[config.mk]
export PLATFORM = sky130hd
export DESIGN_NAME = servo_seq
export DESIGN_NICKNAME = d
export VERILOG_FILES = /design/src/rtl/servo_pkg.sv /design/src/rtl/servo_step_tick.sv /design/src/rtl/servo_seq.sv
export SDC_FILE = /design/constraint.sdc
export NUM_CORES = 1
export LEC_CHECK = 0
export ABC_AREA = 1
export BUFFER_PORTS_ARGS = -buffer_cell sky130_fd_sc_hd__buf_2
export CAP_MARGIN = 0
export CORE_MARGIN = 10
export CORE_UTILIZATION = 30
export DETAILED_ROUTE_END_ITERATION = 10
export PLACE_DENSITY = 0.49
export SYNTH_ARGS = -nofsm -noshare
export SYNTH_HDL_FRONTEND = slang
export SYNTH_SLANG_ARGS = --single-unit
[constraint.sdc]
create_clock -name clock -period 1.9 [get_ports clock]
set_input_delay 0.095 -clock clock [delete_from_list [all_inputs] [get_ports clock]]
set_output_delay 0.095 -clock clock [all_outputs]
set_load 0.02 [all_outputs]
[src/rtl/servo_pkg.sv]
// Shared definitions for the servo position sequencer.
//   - Default position width, neutral position and upper clamp.
//   - 3-bit state codes, matching the db_estado encoding used by the game control unit.
//   - Helper that classifies the states reported on the busy output.
package servo_pkg;

    localparam int unsigned SERVO_POS_W   = 10;
    localparam int unsigned SERVO_POS_MAX = 1023;
    localparam int unsigned SERVO_CENTRO  = 512;

    typedef enum logic [2:0] {
        StIdle   = 3'd0,
        StCalib  = 3'd1,
        StRamp   = 3'd2,
        StSettle = 3'd3,
        StDone   = 3'd4,
        StJogo   = 3'd5,
        StTrava  = 3'd6
    } servo_state_e;

    function automatic logic state_is_busy(input servo_state_e s);
        return (s == StCalib) || (s == StRamp) || (s == StSettle);
    endfunction

endpackage

[src/rtl/servo_step_tick.sv]
// Step prescaler for slew-limited ramps.
//   clock, reset_n : clock and asynchronous active-low reset
//   en             : count while high; the count is held at zero otherwise
//   clr            : synchronous clear, wins over en
//   tick           : high for one cycle when the count wraps at STEP_DIV-1,
//                    so the first tick comes STEP_DIV cycles after a clear
module servo_step_tick #(
    parameter int unsigned STEP_DIV = 1000
) (
    input  logic clock,
    input  logic reset_n,
    input  logic en,
    input  logic clr,
    output logic tick
);

    localparam int unsigned CntW = (STEP_DIV > 2) ? $clog2(STEP_DIV) : 1;
    localparam logic [CntW-1:0] CntLast = CntW'(STEP_DIV - 1);

    logic [CntW-1:0] cnt_q, cnt_d;

    assign tick = en && (cnt_q == CntLast);

    always_comb begin
        cnt_d = cnt_q;
        if (clr || !en) begin
            cnt_d = '0;
        end else if (tick) begin
            cnt_d = '0;
        end else begin
            cnt_d = cnt_q + CntW'(1);
        end
    end

    always_ff @(posedge clock or negedge reset_n) begin
        if (!reset_n) begin
            cnt_q <= '0;
        end else begin
            cnt_q <= cnt_d;
        end
    end

endmodule

[src/rtl/servo_seq.sv]
// Servo position sequencer / arbiter between the game control unit and the PWM generator.
// Owns servo_pos and grants it by priority: calibration, lock, prep ramp, gameplay.
//   clock, reset_n  : clock and asynchronous active-low reset
//   calib_start     : level, calibration request (preempts from any other state)
//   sensorFimCurso  : level, end-stop switch (already synchronised)
//   trava_servo     : level, freeze servo
//   prep_req        : level, only its rising edge is used
//   jogo_ativo      : level, gameplay active
//   jogo_pos        : gameplay target position
//   servo_pos       : registered position to the PWM generator
//   prep_done       : one-cycle pulse after ramp to CENTRO and settle delay
//   calib_done      : one-cycle pulse when the end-stop is reached
//   busy            : registered, high in CALIB/RAMP/SETTLE
//   db_estado       : current state code (combinational from the state register)
module servo_seq
    import servo_pkg::*;
#(
    parameter int unsigned POS_W      = SERVO_POS_W,
    parameter int unsigned POS_MAX    = SERVO_POS_MAX,
    parameter int unsigned CENTRO     = SERVO_CENTRO,
    parameter int unsigned STEP_DIV   = 1000,
    parameter int unsigned SETTLE_CYC = 50000
) (
    input  logic             clock,
    input  logic             reset_n,
    input  logic             calib_start,
    input  logic             sensorFimCurso,
    input  logic             trava_servo,
    input  logic             prep_req,
    input  logic             jogo_ativo,
    input  logic [POS_W-1:0] jogo_pos,
    output logic [POS_W-1:0] servo_pos,
    output logic             prep_done,
    output logic             calib_done,
    output logic             busy,
    output logic [2:0]       db_estado
);

    localparam logic [POS_W-1:0] CentroPos = POS_W'(CENTRO);
    localparam logic [POS_W-1:0] MaxPos    = POS_W'(POS_MAX);
    localparam int unsigned      SetW      = $clog2(SETTLE_CYC + 1);
    localparam logic [SetW-1:0]  SetLast   = SetW'(SETTLE_CYC - 1);

    servo_state_e     state_q, state_d;
    logic [POS_W-1:0] pos_q, pos_d;
    logic [SetW-1:0]  settle_q, settle_d;
    logic             prep_pend_q, prep_pend_d;
    logic             prep_req_q;
    logic             prep_done_q, calib_done_q, busy_q;
    logic             calib_done_d;
    logic             prep_edge;
    logic             preempt;
    logic             step_tick;

    assign prep_edge = prep_req && !prep_req_q;
    assign preempt   = calib_start && (state_q != StCalib);

    servo_step_tick #(
        .STEP_DIV (STEP_DIV)
    ) u_step_tick (
        .clock   (clock),
        .reset_n (reset_n),
        .en      ((state_q == StCalib) || (state_q == StRamp)),
        .clr     (state_d != state_q),
        .tick    (step_tick)
    );

    always_comb begin
        state_d      = state_q;
        pos_d        = pos_q;
        settle_d     = settle_q;
        calib_done_d = 1'b0;

        unique case (state_q)
            StIdle: begin
                if (calib_start) begin
                    state_d = StCalib;
                end else if (trava_servo) begin
                    state_d = StTrava;
                end else if (prep_pend_q || prep_edge) begin
                    state_d = StRamp;
                end else if (jogo_ativo) begin
                    state_d = StJogo;
                end
            end
            StCalib: begin
                // End-stop wins over a step landing in the same cycle.
                if (sensorFimCurso) begin
                    pos_d        = '0;
                    calib_done_d = 1'b1;
                    state_d      = StIdle;
                end else if (step_tick && (pos_q != '0)) begin
                    pos_d = pos_q - POS_W'(1);
                end
            end
            StTrava: begin
                if (!trava_servo) begin
                    state_d = StIdle;
                end
            end
            StRamp: begin
                if (pos_q == CentroPos) begin
                    state_d  = StSettle;
                    settle_d = '0;
                end else if (step_tick) begin
                    pos_d = (pos_q < CentroPos) ? pos_q + POS_W'(1) : pos_q - POS_W'(1);
                end
            end
            StSettle: begin
                if (settle_q == SetLast) begin
                    state_d = StDone;
                end else begin
                    settle_d = settle_q + SetW'(1);
                end
            end
            StDone: begin
                state_d = StIdle;
            end
            StJogo: begin
                if (!jogo_ativo) begin
                    state_d = StIdle;
                end else begin
                    pos_d = (jogo_pos > MaxPos) ? MaxPos : jogo_pos;
                end
            end
            default: begin
                state_d = StIdle;
            end
        endcase

        // Calibration preempts everything and leaves the position where it is.
        if (preempt) begin
            state_d = StCalib;
            pos_d   = pos_q;
        end
    end

    always_comb begin
        prep_pend_d = prep_pend_q;
        if (preempt) begin
            prep_pend_d = 1'b0;
        end else if ((state_d == StRamp) && (state_q != StRamp)) begin
            prep_pend_d = 1'b0;
        end else if (prep_edge && (state_q != StRamp) && (state_q != StSettle)
                     && (state_q != StDone)) begin
            prep_pend_d = 1'b1;
        end
    end

    always_ff @(posedge clock or negedge reset_n) begin
        if (!reset_n) begin
            state_q      <= StIdle;
            pos_q        <= CentroPos;
            settle_q     <= '0;
            prep_pend_q  <= 1'b0;
            prep_req_q   <= 1'b0;
            prep_done_q  <= 1'b0;
            calib_done_q <= 1'b0;
            busy_q       <= 1'b0;
        end else begin
            state_q      <= state_d;
            pos_q        <= pos_d;
            settle_q     <= settle_d;
            prep_pend_q  <= prep_pend_d;
            prep_req_q   <= prep_req;
            // Registered from next state so the pulses line up with the state they describe.
            prep_done_q  <= (state_d == StDone);
            calib_done_q <= calib_done_d;
            busy_q       <= state_is_busy(state_d);
        end
    end

    assign servo_pos  = pos_q;
    assign prep_done  = prep_done_q;
    assign calib_done = calib_done_q;
    assign busy       = busy_q;
    assign db_estado  = state_q;

endmodule
==> flow_summary.yaml <==
global_route:
  grtUsageMet2: 0.197
  busiest_layer: "met2"
  use_met3: 0.0209
  grt_pass1_wl_um: 13500
  grt_max_degree: 34
  overflow: 0
  grt_use_met1: 0.133
  grt_pass1_vias: 2868
  track_usage: 0.111
  grt_antenna_before_repair: 0
setup_path:
  cp-start-kind: "flip-flop"
  critical_path_required_ns: 2.13
  crit_type: "reg2reg"
  path_max_fanout: 5
  worst_setup_path_end_kind: "flip-flop"
  worstPathArrival_ns: 2.02
synth:
  synth-seq-cells: 44
  seq_area_frac_synth: 0.365
  avgSynthCellArea_um2: 7.00
  netlist.area_leader.share: 0.357
  synth_fp_nets: 453
  netlist_area_um2: 3020
  synth_area_leaders: "dfrtp_1, nand2_1, nor2_1, inv_1, nand3_1"
  synthCells: 431
  yosysWarnings: 0
  ys_types: 42
  synth_top_area_cell: "dfrtp_1"
sta:
  hold_violations: 0
  finalCritPeriodShare: 0.938
  drv_slew: 0
  skew_ns: 0.00758
  slew_headroom: 0.468
  fmax_mhz: 561
  layout_min_cycle_time_ns: 1.78
  finalSetupViolCount: 0
  worst-slew-pin-transition_ns: 0.798
route:
  wl_per_cell_um: 12.6
  vias: 2882
  first_pass_iters: 4
  drt-total-wl_um: 8000
  first_iter_violations: 123
  via_per_inst: 4.53
  ant_nets: 0
  route.detailed.drc: 0
clocking:
  cts_tree: "done"
  cts_htree_levels: 2
  clock_latency_ns: 0.30
  clkTransAtPathRegs_ns: 0.08
  root_buffer: "clkbuf_8"
  clkSinkCount: 44
  numCtsBuffers: 5
  cts.path.max_buffers: 2
final_layout:
  fin_cells: 636
  syn2layout_area_growth_pct: 26.2
  drive_gt1_frac: 0.260
  final_cell_mix: "nand2_1, inv_1, nor2_1, dfrtp_1, nand3_1"
  fin_nets: 525
  final_common_cell: "nand2_1"
  antennaDiodeCount: 0
  post-route-util: 0.390
  final_cell_area_um2: 3810
flow_run:
  drv_cap: 0
floorplanning:
  die_area_um2: 14500
  die_w_um: 120
  coreArea_um2: 9770
  start_util: 0.309
  core.rowCount: 36
  fp.dieH_um: 120
  io_pins: 33
power:
  leakage_nw: 1.87
  ir_drop_mv: 0.394
  powerDensity_nw_per_um2: 1220
placed_design:
  place_congestion: 0.863
  place_area_um2: 3540
  hpwl_um: 6230
  port-buffer-count: 32
  dp_cells: 621
hold_path:
  min_path_type: "in2reg"
run_status:
  outcome: "complete, no violations"
-- synth_stat cells --
master / instances
o21bai_2: 1
or2_2: 3
xor2_1: 11
nor2_1: 55
ha_1: 5
o21ai_1: 2
nand2_1: 119
buf_6: 1
nand4_1: 3
nand3_2: 1
o21bai_1: 3
nand4_2: 1
clkinv_2: 1
xnor2_1: 4
or3b_2: 1
buf_2: 3
inv_1: 52
nor4_1: 1
nand3b_2: 1
nor2_2: 1
o31ai_1: 2
nor2_4: 3
dfrtp_1: 43
nand2_2: 5
inv_2: 2
nand3b_1: 1
nor3_1: 8
a21oi_1: 18
dfstp_2: 1
o22ai_1: 1
inv_4: 1
nor3b_1: 1
nand3_1: 38
nand2_4: 6
a32oi_1: 1
o21ai_2: 2
clkbuf_1: 1
o211ai_1: 2
nor2_8: 1
a22oi_1: 2
a21oi_2: 2
o21ai_0: 21
-- power by group --
group	total (mW)	internal (mW)	switching (mW)
Sequential	1.30	1.13	0.167
Clock	0.571	0.251	0.320
Combinational	2.77	1.02	1.75
Total	4.63	2.40	2.24
-- stage by stage --
stage                      TNS [ns]  setup slack (ns)  power [mW]  hold WS [ns]
final                             0             0.117        4.63         0.105
after detailed placement  -0.000921         -0.000542        3.76         0.225
after floorplan                   0            0.0552        2.96        -0.201
after global routing        -0.0254           -0.0154        5.05        0.0998
after global placement            0            0.0248        3.76         0.219
after CTS                         0            0.0307        4.35        0.0910
-- state kept, by name, summed over array words and instances (netlist names) --
| register | count |
|---|---|
| settle_q | 16 |
| calib_done | 1 |
| db_estado | 3 |
| servo_pos | 10 |
| prep_done | 1 |
| busy | 1 |
| u_step_tick.cnt_q | 10 |
| prep_req_q | 1 |
| prep_pend_q | 1 |
-- cells by family (layout without fill, tap and decap cells) --
group / count (synthesis) / after routing / synth area share
simple gates: 249 / 250 / 0.379
xor+xnor: 15 / 15 / 0.0435
flops: 44 / 44 / 0.365
buf+inv: 61 / 132 / 0.0808
compound gates: 57 / 57 / 0.111
fa+ha+maj: 5 / 5 / 0.0207
-- routing by layer --
layer	vias up	wire [um]	part of all wire
met2	27	4020	0.50
met1	1332	3700	0.46
met5	-	0	0
met3	7	199	0.025
li1	1516	-	-
met4	0	85	0.011
-- final timing paths --
kind | startpoint | end | slack [ns] | depth (start not counted)
max | servo_pos[0] | u_step_tick.cnt_q[3] | 0.12 | 12
min | sensorFimCurso | calib_done | 0.10 | 3
max reg2reg | servo_pos[0] | u_step_tick.cnt_q[3] | 0.12 | 12
min reg2reg | settle_q[1] | settle_q[1] | 0.53 | 2
max in group asynchronous | reset_n | settle_q[3] | 0.85 | 3
min in group asynchronous | reset_n | u_step_tick.cnt_q[3] | 0.42 | 2
-- layout make-up --
type / instances / area, um^2
fill: 1034 / 5970
multi-input combinational: 327 / 1800
sequential: 44 / 1110
timing repair buffer: 69 / 443
inverter: 56 / 214
tap: 133 / 166
clock buffer: 6 / 72.6
clock inverter: 1 / 5.00
-- critical path: stages (launching register included) --
cell	delay (ns)
dfrtp_1	0.39
inv_2	0.08
ha_4	0.13
inv_2	0.04
nor3_4	0.24
nand2_2	0.11
nor2_4	0.17
a21oi_4	0.06
nand3_2	0.11
nand2_2	0.07
nand2_4	0.12
nand2_8	0.08
nor2_2	0.11
-- timing repair --
action	4_1_cts	5_1_grt
hold buffers	2	0
setup buffers	0	5
resized for setup	1	34
pin swaps	0	11
endpoints found under the hold margin	31	0
setup endpoints to repair	10	22
gates cloned	0	1
(Power assumes the default switching activity.)
